**src/rtl/sd_blk_arbiter.sv**
```systemverilog
// sd_blk_arbiter: round-robin sharing of one host block-I/O port among NUM SD front-ends.
// Define SD_ARB_TIMEOUT_EN to abandon requests the host never acks.
module sd_blk_arbiter #(
  parameter int NUM  = 4,
  parameter int WIDE = 0,
  parameter int TO_W = 20
) (
  input  logic                            clk_sys,
  input  logic                            reset,
  input  logic [NUM*32-1:0]               req_lba,
  input  logic [NUM-1:0]                  req_rd,
  input  logic [NUM-1:0]                  req_wr,
  output logic [NUM-1:0]                  req_ack,
  input  logic [NUM*(WIDE ? 16 : 8)-1:0]  req_buff_din,
  output logic [31:0]                     hps_lba,
  output logic                            hps_rd,
  output logic                            hps_wr,
  output logic [1:0]                      hps_dev,
  input  logic                            hps_ack,
  output logic [(WIDE ? 16 : 8)-1:0]      hps_buff_din,
  output logic                            busy,
  output logic                            timeout_err
);
  localparam int BW = WIDE ? 16 : 8;
  typedef enum logic [1:0] {IDLE, REQ, XFER, DONE} state_t;
  state_t state;
  logic [1:0] rr, g;
  logic hit, to_hit;
  logic [NUM-1:0] p;
  assign p = req_rd | req_wr;
  // Scan downward so the lowest offset from rr wins.
  always_comb begin
    g = '0;
    hit = 1'b0;
    for (int k = NUM - 1; k >= 0; k--)
      if (p[(int'(rr) + k) % NUM]) begin
        g = 2'((int'(rr) + k) % NUM);
        hit = 1'b1;
      end
  end
  always_comb begin
    req_ack = '0;
    for (int i = 0; i < NUM; i++)
      req_ack[i] = hps_ack && (state == REQ || state == XFER) && hps_dev == 2'(i);
  end
  assign hps_buff_din = req_buff_din[int'(hps_dev)*BW +: BW];
`ifdef SD_ARB_TIMEOUT_EN
  logic [TO_W-1:0] to_cnt;
  assign to_hit = &to_cnt && !hps_ack;
  always_ff @(posedge clk_sys) begin
    to_cnt <= (!reset && state == REQ) ? to_cnt + 1'b1 : '0;
    timeout_err <= !reset && state == REQ && to_hit;
  end
`else
  assign to_hit = 1'b0;
  assign timeout_err = 1'b0 && TO_W > 0;
`endif
  always_ff @(posedge clk_sys)
    if (reset) begin
      state <= IDLE;
      rr <= '0;
      hps_lba <= '0;
      hps_dev <= '0;
      hps_rd <= 1'b0;
      hps_wr <= 1'b0;
      busy <= 1'b0;
    end else
      case (state)
        IDLE: if (hit) begin
          state <= REQ;
          busy <= 1'b1;
          hps_dev <= g;
          hps_lba <= req_lba[int'(g)*32 +: 32];
          hps_rd <= req_rd[g];
          hps_wr <= !req_rd[g];
        end
        REQ: if (hps_ack || to_hit) begin
          state <= hps_ack ? XFER : DONE;
          hps_rd <= 1'b0;
          hps_wr <= 1'b0;
        end
        XFER: if (!hps_ack) state <= DONE;
        default: begin
          state <= IDLE;
          busy <= 1'b0;
          rr <= 2'((int'(hps_dev) + 1) % NUM);
        end
      endcase
endmodule
```
**config.mk**
```make
export PLATFORM = sky130hd
export DESIGN_NAME = sd_blk_arbiter
export DESIGN_NICKNAME = d
export VERILOG_FILES = /design/src/rtl/sd_blk_arbiter.sv
export SDC_FILE = /design/constraint.sdc
export NUM_CORES = 1
export LEC_CHECK = 0
export CORE_ASPECT_RATIO = 0.8
export CORE_MARGIN = 5
export CORE_UTILIZATION = 32
export DETAILED_ROUTE_END_ITERATION = 6
export PLACE_DENSITY = 0.76
export SYNTH_ARGS = -nofsm -noshare
export SYNTH_HDL_FRONTEND = slang
export SYNTH_SLANG_ARGS = --single-unit
```
**constraint.sdc**
```tcl
create_clock -name clk_sys -period 5.7 [get_ports clk_sys]
set_input_delay 0.57 -clock clk_sys [delete_from_list [all_inputs] [get_ports clk_sys]]
set_output_delay 0.57 -clock clk_sys [all_outputs]
set_load 0.01 [all_outputs]
```
* Word level (Yosys, flattened, before mapping)
Index checks and enable logic that the tools add are counted.
** Storage, ports and cells
- Bits in registers :: 41
- Bits of input ports :: 171
- Output and inout port bits :: 50
- Word-level logic and storage cells :: 82
** Cells by class
- $add $sub $neg :: 4
- $lt $le $gt $ge :: 5
- Eq/ne operators :: 8
- Shift-type cells :: 2
- Mux-type cells :: 32
- Bitwise gates (word level) :: 5
- Reduce and logical (&&, ||, !) cells :: 19
** Operators with widths (count)
- $shiftx 128x8->32 :: 1
- $shiftx 32x6->8 :: 1
- $mux 1 :: 16
- $mux 2 :: 7
- $lt 3x4->1 const B :: 3
- $bmux 1 s2 :: 5
- $reduce_or 2->1 :: 4
- $eq 2x2->1 const B :: 3
- $lt 2x3->1 const B :: 2
- $ne 2x2->1 const B :: 3
- $pmux 1 s2 :: 3
- $pmux 2 s3 :: 1
- $reduce_and 3->1 :: 2
- $logic_and 1x1->1 :: 5
- $add 2x1->2 const B :: 2
- $add 2x2->2 const B :: 2
- $eq 2x1->1 const B :: 2
- $logic_not 2->1 :: 2
- $or 4x4->4 :: 1
- $reduce_and 2->1 :: 2
- $and 1x1->1 const A :: 3
- $reduce_or 3->1 :: 1
- $reduce_bool 2->1 :: 1
- $logic_not 1->1 :: 1
- 2 further kinds :: 2

* Longest topological paths before layout
- Word-level depth :: 15
- Depth in mapped cells :: 9

* Worst setup path after synthesis
OpenSTA, ideal clock, no wires.
- Path kind :: input to register
- Start :: in req_rd[1]
- End :: reg hps_wr
- Arrival time :: 2.021 ns
- Data required time :: 5.578 ns
- Setup slack :: 3.558 ns
- Cell stages on the path :: 6
- Cell sequence :: buf_6 or4_4 o21ai_4 or3_1 nor2_1 a221o_1
** On the way
- Word-level cells in the longest chain between the ends :: 13
- Elaborated cells on any way between the ends :: 27
- Classes of those cells :: eq/ne: 1; mux: 23; bitwise: 1; reduce/logical: 2
** RTL lines
- from (decl) :: RTL line 11 : input logic [NUM-1:0] req_rd,
- $or 4x4->4 :: RTL line 30 : assign p = req_rd | req_wr;
- $bmux 1 s2 :: RTL line 36 : if (p[(int'(rr) + k) % NUM]) begin
- $mux 1 (implied by the code) (2 in series) :: RTL line 36
- $mux 2 (4 in series) :: RTL line 36
- $bmux 1 s2 :: RTL line 75 : hps_wr <= !req_rd[g];
- $mux 1 (implied by the code) :: RTL line 75
- $logic_not 1->1 :: RTL line 75
- $mux 1 :: RTL line 69 : IDLE: if (hit) begin
- $pmux 1 s2 :: RTL line 68 : case (state)
- to (signal assigned) :: RTL line 75
- to (decl) :: RTL line 17 : output logic hps_wr,
Several ways; a longest one is shown, not always the timed one. The select of a mux whose other input is x is not followed.
A chain may end at the register's enable or synchronous reset.

* Worst setup path in the final report
- Start :: in req_rd[3]
- End :: reg hps_rd
** On the way
- Word-level cells in the longest chain between the ends :: 12
- Elaborated cells on any way between the ends :: 26
- Classes of those cells :: eq/ne: 1; mux: 23; bitwise: 1; reduce/logical: 1
** RTL lines
- $or 4x4->4 :: RTL line 30
- $bmux 1 s2 :: RTL line 36
- $mux 1 (implied by the code) (2 in series) :: RTL line 36
- $mux 2 (4 in series) :: RTL line 36
- $bmux 1 s2 :: RTL line 74 : hps_rd <= req_rd[g];
- $mux 1 (implied by the code) :: RTL line 74
- $mux 1 :: RTL line 69
- $pmux 1 s2 :: RTL line 68
- to (signal assigned) :: RTL line 74
- to (decl) :: RTL line 16 : output logic hps_rd,
Several ways; a longest one is shown, not always the timed one. The select of a mux whose other input is x is not followed.

==> results.toml <==
[place]
place_hpwl_um = 11100
gp_congestion = 0.839
pre_cts_ws_ns = 1.84
dpl-instance-area_um2 = 5900
dp.cells = 738
io_buffers = 219

[cts]
cts-buffers-inserted = 5
clk_latency_ns = 0.28
cts-hold-fix-buffers = 0
cts_sinks = 41
cts_tree = "done"
cts-root-buf = "clkbuf_16"
path_clk_slew_ns = 0.07
htreeDepth = 2
ctsResizeCount = 0
ctsLongestPathBuffers = 2
cts_setup_buffers = 0

[worst_setup_path]
required_ns = 5.86
path_common_cell = "or2_1"
cp_max_fo = 33
path_buf_inv = 1
critPathTopFamily = "simple AND/OR/NAND/NOR gates"
slowest_delay_ns = 0.94
criticalPathCategory = "in -> reg"
arrival_ns = 3.75
cp_cell_sequence = "clkdlybuf4s50_1, or2_1, or2_1, nand3_1, a221oi_1, o31ai_1"
slowest_stage = "or2_1"
reg2reg_slack_ns = 2.53
startpoint_type = "primary input"
end_kind = "register"

[sta]
period_minus_slack_ns = 3.59
setup_violations = 0
hold-worst-slack_ns = 0.468
tns_ns = 0
slew_violations = 0
finalHoldViolCount = 0
worst_slack_ns = 2.11
tightest_slew_ns = 1.27
skew_ns = 0.00891
fin_crit_sh_pct = 63.0
fmax_ghz = 0.278
rsz0062_at_grt = "no"
max_slew_margin_pct = 15.3

[drt]
drc = 0
viasPerCell = 5.68
drtIter0Drc = 182
num_vias = 4241
wl_um = 15000
first_pass_iters = 5
ant_nets = 0
wire_per_inst_um = 20.1

[layout]
multi_input_area_um2 = 2660
fillers = 1028
fin_nets = 776
design_area_um2 = 6070
areaGrowthSynthToFinish_pct = 61.8
layout-drive-gt1-share_pct = 14.7
stdcell_count = 746
ff_latch_area_um2 = 821
n_antenna_cell = 0
final_util_pct = 52.7

[grt]
grt_pass1_wl_um = 22200
grt_max_degree = 48
grt.total_usage_pct = 19.9
antenna_found_initial = 0
grt_pass1_vias = 4296
overflow = 0

[run]
cap_violations = 0

[power_and_ir_drop]
vdd_ir_drop_max_mv = 0.147
p_per_area_nw_per_um2 = 330
power_mw = 2.01
leakage_nw = 2.14

[synth]
syn_area_per_cell_um2 = 9.00
syn_inst = 417
synth_area_um2 = 3750
synth_top_area_share_pct = 21.9
yosys_most_used_dff = "dfxtp_1"
ys_async_sr_fraction_pct = 0
synthDistinctLibCells = 59
synth_top_cell_by_area = "dfxtp_1"
synth.yosys.seq_area_share_pct = 21.9
ys_warn_count = 0
ys_top_cells_by_area = "dfxtp_1 (22%), mux2_4 (6.8%), nand3_1 (6.3%), a31oi_2 (5.7%), a211o_1 (5.6%)"
synth_seq_cells = 41
synth_edf_count = 0
synth_nets = 596

[floorplan]
die_x_um = 131
start_util_pct = 32.6
io_pins = 221
die_y_um = 107
rows = 35
dieArea_um2 = 14000
coreArea_um2 = 11500

[hold_path]
holdCritPathClass = "reg -> reg"

[run_status]
outcome = "completed"
-- final timing paths --
kind	end	startpoint	depth (start not counted)
hold reg to reg	hps_lba[21]	hps_lba[21]	2
setup reg to reg	hps_rd	rr[1]	5
hold / removal	hps_lba[21]	hps_lba[21]	2
setup / recovery	hps_rd	req_rd[3]	6
-- state kept, by name, indices dropped and copies added (netlist names) --
register	flops
hps_lba	32
hps_dev	2
rr	2
state	2
busy	1
hps_rd	1
hps_wr	1
-- routing by layer --
layer  part of all wire, %  wire (um)  up-vias  track usage, %
met5                     0          0        -               0
met2                    47       6990      232            34.2
met1                    42       6240     1999            25.0
li1                      -          -     1995               -
met4                  0.96        144        0            4.33
met3                    11       1630       15            4.98
-- report_power, final --
part / internal, mW / switching [mW] / leakage [nW]
Clock: 0.219 / 0.122 / 0.0831
Sequential: 0.383 / 0.0693 / 0.338
Combinational: 0.602 / 0.611 / 1.72
Total: 1.20 / 0.802 / 2.14
-- cells in the mapped netlist, types with 4 or more instances --
master,n
inv_1,5
buf_2,11
mux2_4,17
o31a_2,9
o21ai_0,10
nand3_1,47
a31oi_1,6
ha_1,8
a211o_1,24
buf_6,8
nor2_1,13
mux4_2,8
a31oi_2,17
and3_1,4
nand2_1,36
o31ai_1,23
nand4_1,23
and4_1,9
mux2i_1,13
clkbuf_1,22
dfxtp_1,41
buf_4,5
mux2_2,6
o311ai_1,8
-- layout make-up --
class | instances | area share (%)
multi-input combinational | 321 | 43.8
timing repair buffer | 222 | 36.4
sequential | 41 | 13.5
tap | 148 | 3.05
clock buffer | 6 | 2.29
clock inverter | 2 | 0.618
inverter | 6 | 0.371
-- tightest hold or removal path: stages (launching register included) --
cell and delay, ns:
dfxtp_1 0.31, nand2_1 0.05, a31oi_1 0.06
-- kinds of logic after synthesis --
group                    Yosys count  synth area share, %
multiplexers                      44                 16.9
other                              1               0.0999
flip-flops                        41                 21.9
AND/OR/NAND/NOR                  146                 20.8
AO/OA/AOI/OAI                    122                 29.7
adder cells (fa/ha/maj)            8                 2.67
buffers and inverters             55                 7.97
-- cell usage in the layout, fill, tap and decap left out, types with 4 or more instances in the layout --
cell             instances
mux2_4                  17
mux4_2                   8
mux2_2                   6
mux2i_1                 13
o311ai_1                 8
and4_1                   9
a31oi_1                  6
a211o_1                 24
inv_1                    5
clkdlybuf4s50_1        218
nand4_1                 23
clkbuf_16                5
and3_1                   4
nor2_1                  12
nand2_1                 36
ha_1                     8
nand3_1                 47
o21ai_0                 10
dfxtp_1                 41
o31ai_1                 23
o31a_2                   9
a31oi_2                 17
(Power assumes the default switching activity.)
